--- src/rtl/pipe_adder_pkg.sv ---
// Shared helpers for the pipelined adder: stage count and configuration check.
package pipe_adder_pkg;

   localparam int unsigned DEF_WIDTH = 32;
   localparam int unsigned DEF_CHUNK = 8;

   // Number of pipeline stages. A zero CHUNK or a WIDTH narrower than CHUNK
   // falls back to one stage so that elaboration can still report the error.
   function automatic int pipe_stages(input int unsigned width, input int unsigned chunk);
      int unsigned n;
      if (chunk == 0) begin
         n = 1;
      end else begin
         n = width / chunk;
         if (n == 0) n = 1;
      end
      return int'(n);
   endfunction

   // Legal configuration: CHUNK >= 1, WIDTH a nonzero multiple of CHUNK.
   function automatic bit cfg_ok(input int unsigned width, input int unsigned chunk);
      if (chunk < 1)           return 1'b0;
      if (width < chunk)       return 1'b0;
      if (width % chunk != 0)  return 1'b0;
      return 1'b1;
   endfunction

endpackage

--- src/rtl/pipe_adder_if.sv ---
// Operand/result handshake bundle for pipe_adder.
// master: operand producer and result consumer; slave: the adder.
interface pipe_adder_if #(
   parameter int unsigned WIDTH = 32
) ();

   logic             in_valid;
   logic             in_ready;
   logic [WIDTH-1:0] a;
   logic [WIDTH-1:0] b;
   logic             cin;
   logic             sub;

   logic             out_valid;
   logic             out_ready;
   logic [WIDTH-1:0] sum;
   logic             cout;
   logic             ovf;

   modport master (
      output in_valid, a, b, cin, sub, out_ready,
      input  in_ready, out_valid, sum, cout, ovf
   );

   modport slave (
      input  in_valid, a, b, cin, sub, out_ready,
      output in_ready, out_valid, sum, cout, ovf
   );

endinterface

--- src/rtl/adder_chunk.sv ---
// CHUNK-bit ripple adder. Besides sum and carry-out it exposes the carry into
// its MSB, which the last pipeline stage needs for signed overflow.
module adder_chunk #(
   parameter int unsigned CHUNK = 8
) (
   input  logic [CHUNK-1:0] a_i,
   input  logic [CHUNK-1:0] b_i,
   input  logic             c_i,
   output logic [CHUNK-1:0] sum_o,
   output logic             cout_o,
   output logic             cmsb_o
);

   // Each bit keeps its own carry nets so the chain is a set of distinct
   // signals rather than one self-referencing vector.
   for (genvar i = 0; i < CHUNK; i++) begin : g_bit
      logic ci;
      logic co;

      if (i == 0) begin : g_first
         assign ci = c_i;
      end else begin : g_next
         assign ci = g_bit[i-1].co;
      end

      full_adder u_fa (
         .a_i (a_i[i]),
         .b_i (b_i[i]),
         .c_i (ci),
         .s_o (sum_o[i]),
         .c_o (co)
      );
   end

   assign cout_o = g_bit[CHUNK-1].co;
   assign cmsb_o = g_bit[CHUNK-1].ci;

endmodule

--- src/rtl/full_adder.sv ---
// One-bit full adder, the building block of every chunk ripple.
module full_adder (
   input  logic a_i,
   input  logic b_i,
   input  logic c_i,
   output logic s_o,
   output logic c_o
);

   logic p;

   assign p   = a_i ^ b_i;
   assign s_o = p ^ c_i;
   assign c_o = (a_i & b_i) | (c_i & p);

endmodule

--- src/rtl/pipe_adder.sv ---
// Pipelined WIDTH-bit adder/subtractor. Stage k adds slice k of A and B'
// using the carry registered by stage k-1; operand slices still to be added
// and already-finished sum slices travel along, so a result leaves aligned.
// The whole pipe advances together: a stalled output freezes every stage.
module pipe_adder
   import pipe_adder_pkg::*;
#(
   parameter int unsigned WIDTH = DEF_WIDTH,
   parameter int unsigned CHUNK = DEF_CHUNK
) (
   input  logic        clk,
   input  logic        rst_n,
   pipe_adder_if.slave bus
);

   localparam int STAGES = pipe_stages(WIDTH, CHUNK);

   if (!cfg_ok(WIDTH, CHUNK)) begin : g_cfg_err
      $error("pipe_adder: WIDTH must be a nonzero multiple of CHUNK (CHUNK >= 1)");
   end

   // Stage output registers; index STAGES-1 is the output register.
   logic             valid_q [STAGES];
   logic             carry_q [STAGES];
   logic [WIDTH-1:0] a_q     [STAGES];
   logic [WIDTH-1:0] b_q     [STAGES];
   logic [WIDTH-1:0] s_q     [STAGES];
   logic             ovf_q;

   // Stage inputs: stage 0 from the bus, stage k from stage k-1 registers.
   logic             st_v    [STAGES];
   logic             st_c    [STAGES];
   logic [WIDTH-1:0] st_a    [STAGES];
   logic [WIDTH-1:0] st_b    [STAGES];
   logic [WIDTH-1:0] st_s    [STAGES];

   // Per-stage chunk adder results and next-state sums.
   logic [CHUNK-1:0] ch_sum  [STAGES];
   logic             ch_co   [STAGES];
   logic             ch_cmsb [STAGES];
   logic [WIDTH-1:0] s_d     [STAGES];
   logic             ovf_d;

   logic             adv;
   logic [WIDTH-1:0] b_eff;
   logic             cin_eff;

   // Advance whenever the output register is empty or being drained.
   assign adv          = !valid_q[STAGES-1] || bus.out_ready;
   assign bus.in_ready = adv;

   // Subtraction is A + ~B + 1; the external carry-in is ignored then.
   assign b_eff   = bus.sub ? ~bus.b : bus.b;
   assign cin_eff = bus.sub | bus.cin;

   // Route each stage's inputs: bus for stage 0, previous registers after.
   always_comb begin
      st_v[0] = bus.in_valid & adv;
      st_c[0] = cin_eff;
      st_a[0] = bus.a;
      st_b[0] = b_eff;
      st_s[0] = '0;
      for (int k = 1; k < STAGES; k++) begin
         st_v[k] = valid_q[k-1];
         st_c[k] = carry_q[k-1];
         st_a[k] = a_q[k-1];
         st_b[k] = b_q[k-1];
         st_s[k] = s_q[k-1];
      end
   end

   for (genvar k = 0; k < STAGES; k++) begin : g_stage
      adder_chunk #(
         .CHUNK (CHUNK)
      ) u_chunk (
         .a_i    (st_a[k][k*CHUNK +: CHUNK]),
         .b_i    (st_b[k][k*CHUNK +: CHUNK]),
         .c_i    (st_c[k]),
         .sum_o  (ch_sum[k]),
         .cout_o (ch_co[k]),
         .cmsb_o (ch_cmsb[k])
      );
   end

   // Drop each stage's freshly computed slice into the travelling sum word.
   always_comb begin
      for (int k = 0; k < STAGES; k++) begin
         s_d[k] = st_s[k];
         s_d[k][k*CHUNK +: CHUNK] = ch_sum[k];
      end
      ovf_d = ch_cmsb[STAGES-1] ^ ch_co[STAGES-1];
   end

   // Pipeline registers: reset clears everything, otherwise all move on adv.
   always_ff @(posedge clk) begin
      if (!rst_n) begin
         for (int k = 0; k < STAGES; k++) begin
            valid_q[k] <= 1'b0;
            carry_q[k] <= 1'b0;
            a_q[k]     <= '0;
            b_q[k]     <= '0;
            s_q[k]     <= '0;
         end
         ovf_q <= 1'b0;
      end else if (adv) begin
         for (int k = 0; k < STAGES; k++) begin
            valid_q[k] <= st_v[k];
            carry_q[k] <= ch_co[k];
            a_q[k]     <= st_a[k];
            b_q[k]     <= st_b[k];
            s_q[k]     <= s_d[k];
         end
         ovf_q <= ovf_d;
      end
   end

   assign bus.out_valid = valid_q[STAGES-1];
   assign bus.sum       = s_q[STAGES-1];
   assign bus.cout      = carry_q[STAGES-1];
   assign bus.ovf       = ovf_q;

   // Operand copies in the last stage and MSB carries of inner chunks have no
   // consumer; fold them into a sink so the intent is explicit.
   logic unused_bits;
   always_comb begin
      unused_bits = ^{a_q[STAGES-1], b_q[STAGES-1]};
      for (int k = 0; k < STAGES - 1; k++) begin
         unused_bits = unused_bits ^ ch_cmsb[k];
      end
   end

endmodule
--- src/flat_wrapper.sv ---
// flat-port wrapper written by rule: the top's interface ports become plain ports
module pipe_adder_flat import pipe_adder_pkg::*;
#(
   parameter int unsigned WIDTH = DEF_WIDTH,
   parameter int unsigned CHUNK = DEF_CHUNK
)
  (clk, rst_n, bus_in_valid, bus_a, bus_b, bus_cin, bus_sub, bus_out_ready, bus_in_ready, bus_out_valid, bus_sum, bus_cout, bus_ovf);
  pipe_adder_if #(.WIDTH(WIDTH)) bus_i ();
  input  logic clk;
  input  logic rst_n;
  input wire logic [$bits(bus_i.in_valid)-1:0] bus_in_valid;
  input wire logic [$bits(bus_i.a)-1:0] bus_a;
  input wire logic [$bits(bus_i.b)-1:0] bus_b;
  input wire logic [$bits(bus_i.cin)-1:0] bus_cin;
  input wire logic [$bits(bus_i.sub)-1:0] bus_sub;
  input wire logic [$bits(bus_i.out_ready)-1:0] bus_out_ready;
  output wire logic [$bits(bus_i.in_ready)-1:0] bus_in_ready;
  output wire logic [$bits(bus_i.out_valid)-1:0] bus_out_valid;
  output wire logic [$bits(bus_i.sum)-1:0] bus_sum;
  output wire logic [$bits(bus_i.cout)-1:0] bus_cout;
  output wire logic [$bits(bus_i.ovf)-1:0] bus_ovf;
  assign bus_i.in_valid = bus_in_valid;
  assign bus_i.a = bus_a;
  assign bus_i.b = bus_b;
  assign bus_i.cin = bus_cin;
  assign bus_i.sub = bus_sub;
  assign bus_i.out_ready = bus_out_ready;
  assign bus_in_ready = bus_i.in_ready;
  assign bus_out_valid = bus_i.out_valid;
  assign bus_sum = bus_i.sum;
  assign bus_cout = bus_i.cout;
  assign bus_ovf = bus_i.ovf;
  pipe_adder #(.WIDTH(WIDTH), .CHUNK(CHUNK)) u_core (.clk(clk), .rst_n(rst_n), .bus(bus_i));
endmodule
--- config.mk ---
export PLATFORM = sky130hd
export DESIGN_NAME = pipe_adder_flat
export DESIGN_NICKNAME = d
export VERILOG_FILES = /design/src/rtl/pipe_adder_pkg.sv /design/src/rtl/pipe_adder_if.sv /design/src/rtl/adder_chunk.sv /design/src/rtl/full_adder.sv /design/src/rtl/pipe_adder.sv /design/src/flat_wrapper.sv
export SDC_FILE = /design/constraint.sdc
export NUM_CORES = 1
export LEC_CHECK = 0
export BUFFER_PORTS_ARGS = -buffer_cell sky130_fd_sc_hd__buf_2
export CAP_MARGIN = 20
export CORE_MARGIN = 8
export CORE_UTILIZATION = 40
export CTS_CLUSTER_DIAMETER = 60
export CTS_CLUSTER_SIZE = 20
export DETAILED_ROUTE_END_ITERATION = 8
export GPL_TIMING_DRIVEN = 0
export MAX_ROUTING_LAYER = met4
export PLACE_DENSITY_LB_ADDON = 0.15
export SLEW_MARGIN = 0
export SYNTH_ARGS = -nofsm -noshare
export SYNTH_HDL_FRONTEND = slang
export SYNTH_HIERARCHICAL = 1
export SYNTH_SLANG_ARGS = --single-unit
--- constraint.sdc ---
create_clock -name clk -period 6.4 [get_ports clk]
set_input_delay 0.96 -clock clk [delete_from_list [all_inputs] [get_ports clk]]
set_output_delay 0.96 -clock clk [all_outputs]
set_load 0.03 [all_outputs]
# Yosys cells after proc, flatten, opt, wreduce, memory -nomap -nowiden
# Memory sizes are Yosys's and may differ from the RTL's.
# Cells that the tools add are included.
# W data, S select, Z words.
# word_totals
wordCells	217
in_bits	70
out_inout_bits	36
n_memories	5
register_bits	1
ram_bits	392
# classes
n_bitwise	184
mux	25
n_reduce_logical	2
# mem_list
memory	depth	width	rd	rd_clocked_by_memory_dff	write_ports	line	rtl
u_core.a_q	4	32	3	0	4	pipe_adder.sv:25	logic [WIDTH-1:0] a_q [STAGES];
u_core.b_q	4	32	3	0	4	pipe_adder.sv:26	logic [WIDTH-1:0] b_q [STAGES];
u_core.s_q	4	32	4	0	4	pipe_adder.sv:27	logic [WIDTH-1:0] s_q [STAGES];
u_core.carry_q	4	1	4	0	4	pipe_adder.sv:24	logic carry_q [STAGES];
u_core.valid_q	4	1	4	0	4	pipe_adder.sv:23	logic valid_q [STAGES];
# op_table
cell	n
$mux W32	13
$and A1 B1 Y1	65
$xor A1 B1 Y1	65
$or A1 B1 Y1	53
$not A32 Y32	1
$mux W1	12
$logic_not A1 Y1	1
$logic_or A1 B1 Y1	1

# Logic depth before layout (Yosys ltp)
# depth
ltp_word	20
ltp_mapped	13
depth_no_buf	11

# Hierarchy
# The synthesis kept the hierarchy.
# by_module_without_submodules
module	area_per_inst_um2	cells_per_inst	n_inst
pipe_adder	7211.9	464	1
full_adder	20.0	1	32

# Worst setup path after synthesis
# No wires, ideal clock.
# synth_path
kind	input to register
from	in rst_n
to	mem u_core.a_q[0][10] (enable)
cell_stages	3
arrival_ps	4239
slack_ps	719
setup_ps	1442
path_cell_list	buf_2 clkbuf_1 nand2_1
# synth_lines
element	line	rtl
from (decl)	flat_wrapper.sv:10	input logic rst_n;
to (decl)	pipe_adder.sv:25	

==> key figures <==
Die
  – Row Count: 51
  – IO Pins: 106
  – Core area: 19300 sq um
  – Die Span X: 156 microns
  – Die Y: 156 microns
  – DIE AREA: 24400 sq um
  – Starting Density: 40.6%

Clock network
  – Worst-skew pair later-pin latency: 420 ps
  – Post-CTS setup buffers: 0
  – CTS buffer count: 17
  – H-tree levels: 4
  – Num Clock Sinks: 185
  – Clock buffer depth: 2
  – Reg clk slew, reported paths: 70 ps
  – CTS tree: built
  – CTS-repair resized insts: 0
  – CTS root buffer: clkbuf_16
  – Hold buffers post-CTS: 0

Timing
  – Skew final: 5.27 ps
  – Max-slew violation count: 0
  – Worst Tran Pin Value: 728 ps
  – Fmax: 199 MHz
  – Final hold violations: 0
  – Final setup viols: 0
  – Min Tclk post-route: 5020 ps
  – Final worst slack: 1380 ps
  – Final period utilization: 78.5%
  – RSZ-0062 raised after global routing: no
  – Max_slew headroom: 51.4%

Power and ir drop
  – Sw frac: 23.0%
  – Pwr Density: 281 nW/um^2
  – Internal power: 2020 uW
  – Combinational power share: 8.0%
  – Seq pwr share: 55.1%
  – Clock share of power: 36.9%
  – Total chip power: 2620 uW
  – Max IR drop VDD: 0.000167 V
  – P_sw: 601 uW
  – Lkg Pwr: 0.00441 uW

Logic synthesis
  – YS warnings: 6
  – Post-synthesis simple-gate area fraction: 14.3%
  – Post-Synth XOR/XNOR Area: 3.68%
  – Largest family of logic cells by synthesized area: simple AND/OR/NAND/NOR gates
  – Flops & latches, synth: 185
  – Syn_area_per_cell: 15.8 sq um
  – Yosys top cell area share: 68.1%
  – Dominant cells by area after synthesis: edfxtp_1, and3_1, fa_1
  – Mux cell area share after synthesis: 0%
  – Synthesized area: 7850 sq um
  – Post-synth EDFFs: 178
  – Syn_nets: 598
  – Unique masters post-synth: 19
  – Sequential area share after synthesis: 69.9%
  – Ys flop type: edfxtp_1
  – Synth Area in Compound Gates: 0.701%
  – Area leader, netlist: edfxtp_1
  – Synth Area in Adders: 8.16%
  – Commonest cells in the netlist: edfxtp_1, and3_1, fa_1
  – Ys async rst share: 0%
  – Top-count cell post-synth: edfxtp_1
  – Synth Instances: 496

Global routing
  – Largest net degree at the start of global routing: 71
  – Antenna violations before repair: 0
  – Number of global-route vias before repair: 4347
  – Global route overflow: 0
  – GR Util All Layers: 13.5%
  – First-pass GRT wire length: 23700 microns

Finish
  – Layout area overhead: 18.5%
  – Antenna diodes: 0
  – Layout cells sized above 1: 25.1%
  – Final Net Count: 722
  – Design area: 9310 sq um

Setup path
  – CP startpoint kind: primary input
  – Setup crit start: bus_sub
  – Largest fanout on the critical path: 10
  – Required time of the critical path: 6580 ps
  – Setup CP Type: primary input to register
  – Worst r2r src: u_core/a_q[0][48]
  – Crit path DAT: 5210 ps
  – Worst Setup End Kind: register

Placement
  – IO Port Bufs: 103
  – Dpl hpwl: 11000 microns
  – GP Congestion: 0.758
  – Dpl ws: 873 ps
  – DP Area: 8760 sq um

Hold path
  – Hold Startpoint: u_core/valid_q[0]
  – Hold Crit Class: register to register

Drt
  – Detailed Route Iter0 Violations: 300
  – DRT Pass-1 Iters: 4
  – Number of routed nets with antenna violations: 0
  – DRC: 0
  – Vias per cell: 4.73
  – DR WL/cell: 17.2 microns
  – Total number of vias: 4245
  – Routed wire length: 15500 microns

Outcome
  – Outcome: completed

Job
  – Max-capacitance violation count: 0
==> power by group through the flow <==
| stage | logic (uW) | registers (uW) | clock network (uW) |
|---|---|---|---|
| 2_1_floorplan | 108 | 1490 | 0 |
| 3_3_place_gp | 208 | 1470 | 0 |
| 3_5_place_dp | 213 | 1470 | 0 |
| 4_1_cts | 214 | 1440 | 993 |
| 5_1_grt | 234 | 1450 | 1030 |
| 6_report | 210 | 1440 | 966 |
==> worst paths after layout <==
| check | endpoint | slack [ps] | cells after the start |
|---|---|---|---|
| max | u_core/s_q[0][7] | 1380 | 12 |
| min | u_core/valid_q[0] | 470 | 2 |
| max reg2reg | u_core/s_q[2][23] | 2200 | 9 |
| min reg2reg | u_core/valid_q[0] | 470 | 2 |
==> cell families after synthesis <==
logic type      count (synthesis)
compound gates                  8
xor+xnor                       33
fa+ha+maj                      32
buf+inv                        44
flops                         185
simple gates                  194
==> cell usage in the layout (no fill, tap or decap), types with 2 or more instances in the layout <==
cell / synthesis / final
clkinvlp_4: 0 / 2
edfxtp_1: 178 / 178
inv_6: 0 / 6
buf_6: 10 / 10
clkbuf_1: 24 / 24
nor2_1: 24 / 24
xor2_1: 8 / 8
and3_1: 154 / 154
nand2_1: 14 / 13
clkbuf_16: 0 / 17
clkinv_2: 0 / 2
clkinv_4: 0 / 3
fa_1: 32 / 32
buf_2: 6 / 109
dfxtp_1: 7 / 7
xnor2_1: 25 / 25
a21boi_0: 6 / 6
buf_16: 0 / 2
buf_4: 2 / 2
==> critical path, stage by stage <==
cell and delay, ps:
buf_2 180, buf_2 260, or2_2 340, fa_1 420, fa_1 440, fa_1 390
fa_1 390, fa_1 390, fa_1 390, fa_1 400, fa_1 450, and3_1 170
==> cell type report <==
| class | count | area [sq um] |
|---|---|---|
| fill | 1678 | 10000 |
| clock inverter | 15 | 119 |
| timing repair buffer | 105 | 571 |
| sequential | 185 | 5490 |
| inverter | 1 | 3.75 |
| clock buffer | 17 | 425 |
| buffer | 43 | 253 |
| multi-input combinational | 267 | 2120 |
| tap | 265 | 332 |
==> state kept, by name, indices dropped and copies added (netlist names) <==
register,count
u_core/valid_q,4
u_core/carry_q,4
u_core/bus.ovf,1
u_core/s_q,80
u_core/a_q,48
u_core/b_q,48
==> stage by stage <==
step                      hold slack [ps]  setup TNS [ps]  util [%]  instances
final                                 467               0      48.1        898
after global routing                  497               0      48.1        898
after CTS                             471               0      48.1        898
after detailed placement              462               0      45.3        866
after global placement                446         -197270      45.0        864
after floorplan                       437               0         -        496
==> metal layers <==
layer	vias up	part of all wire (%)	track usage (%)
met1	2058	44	16.6
met5	-	0	-
met4	0	1.2	4.21
met3	14	6.5	4.29
met2	114	48	20.9
li1	2059	-	-
Note: power is estimated with default switching activity, not from simulation.
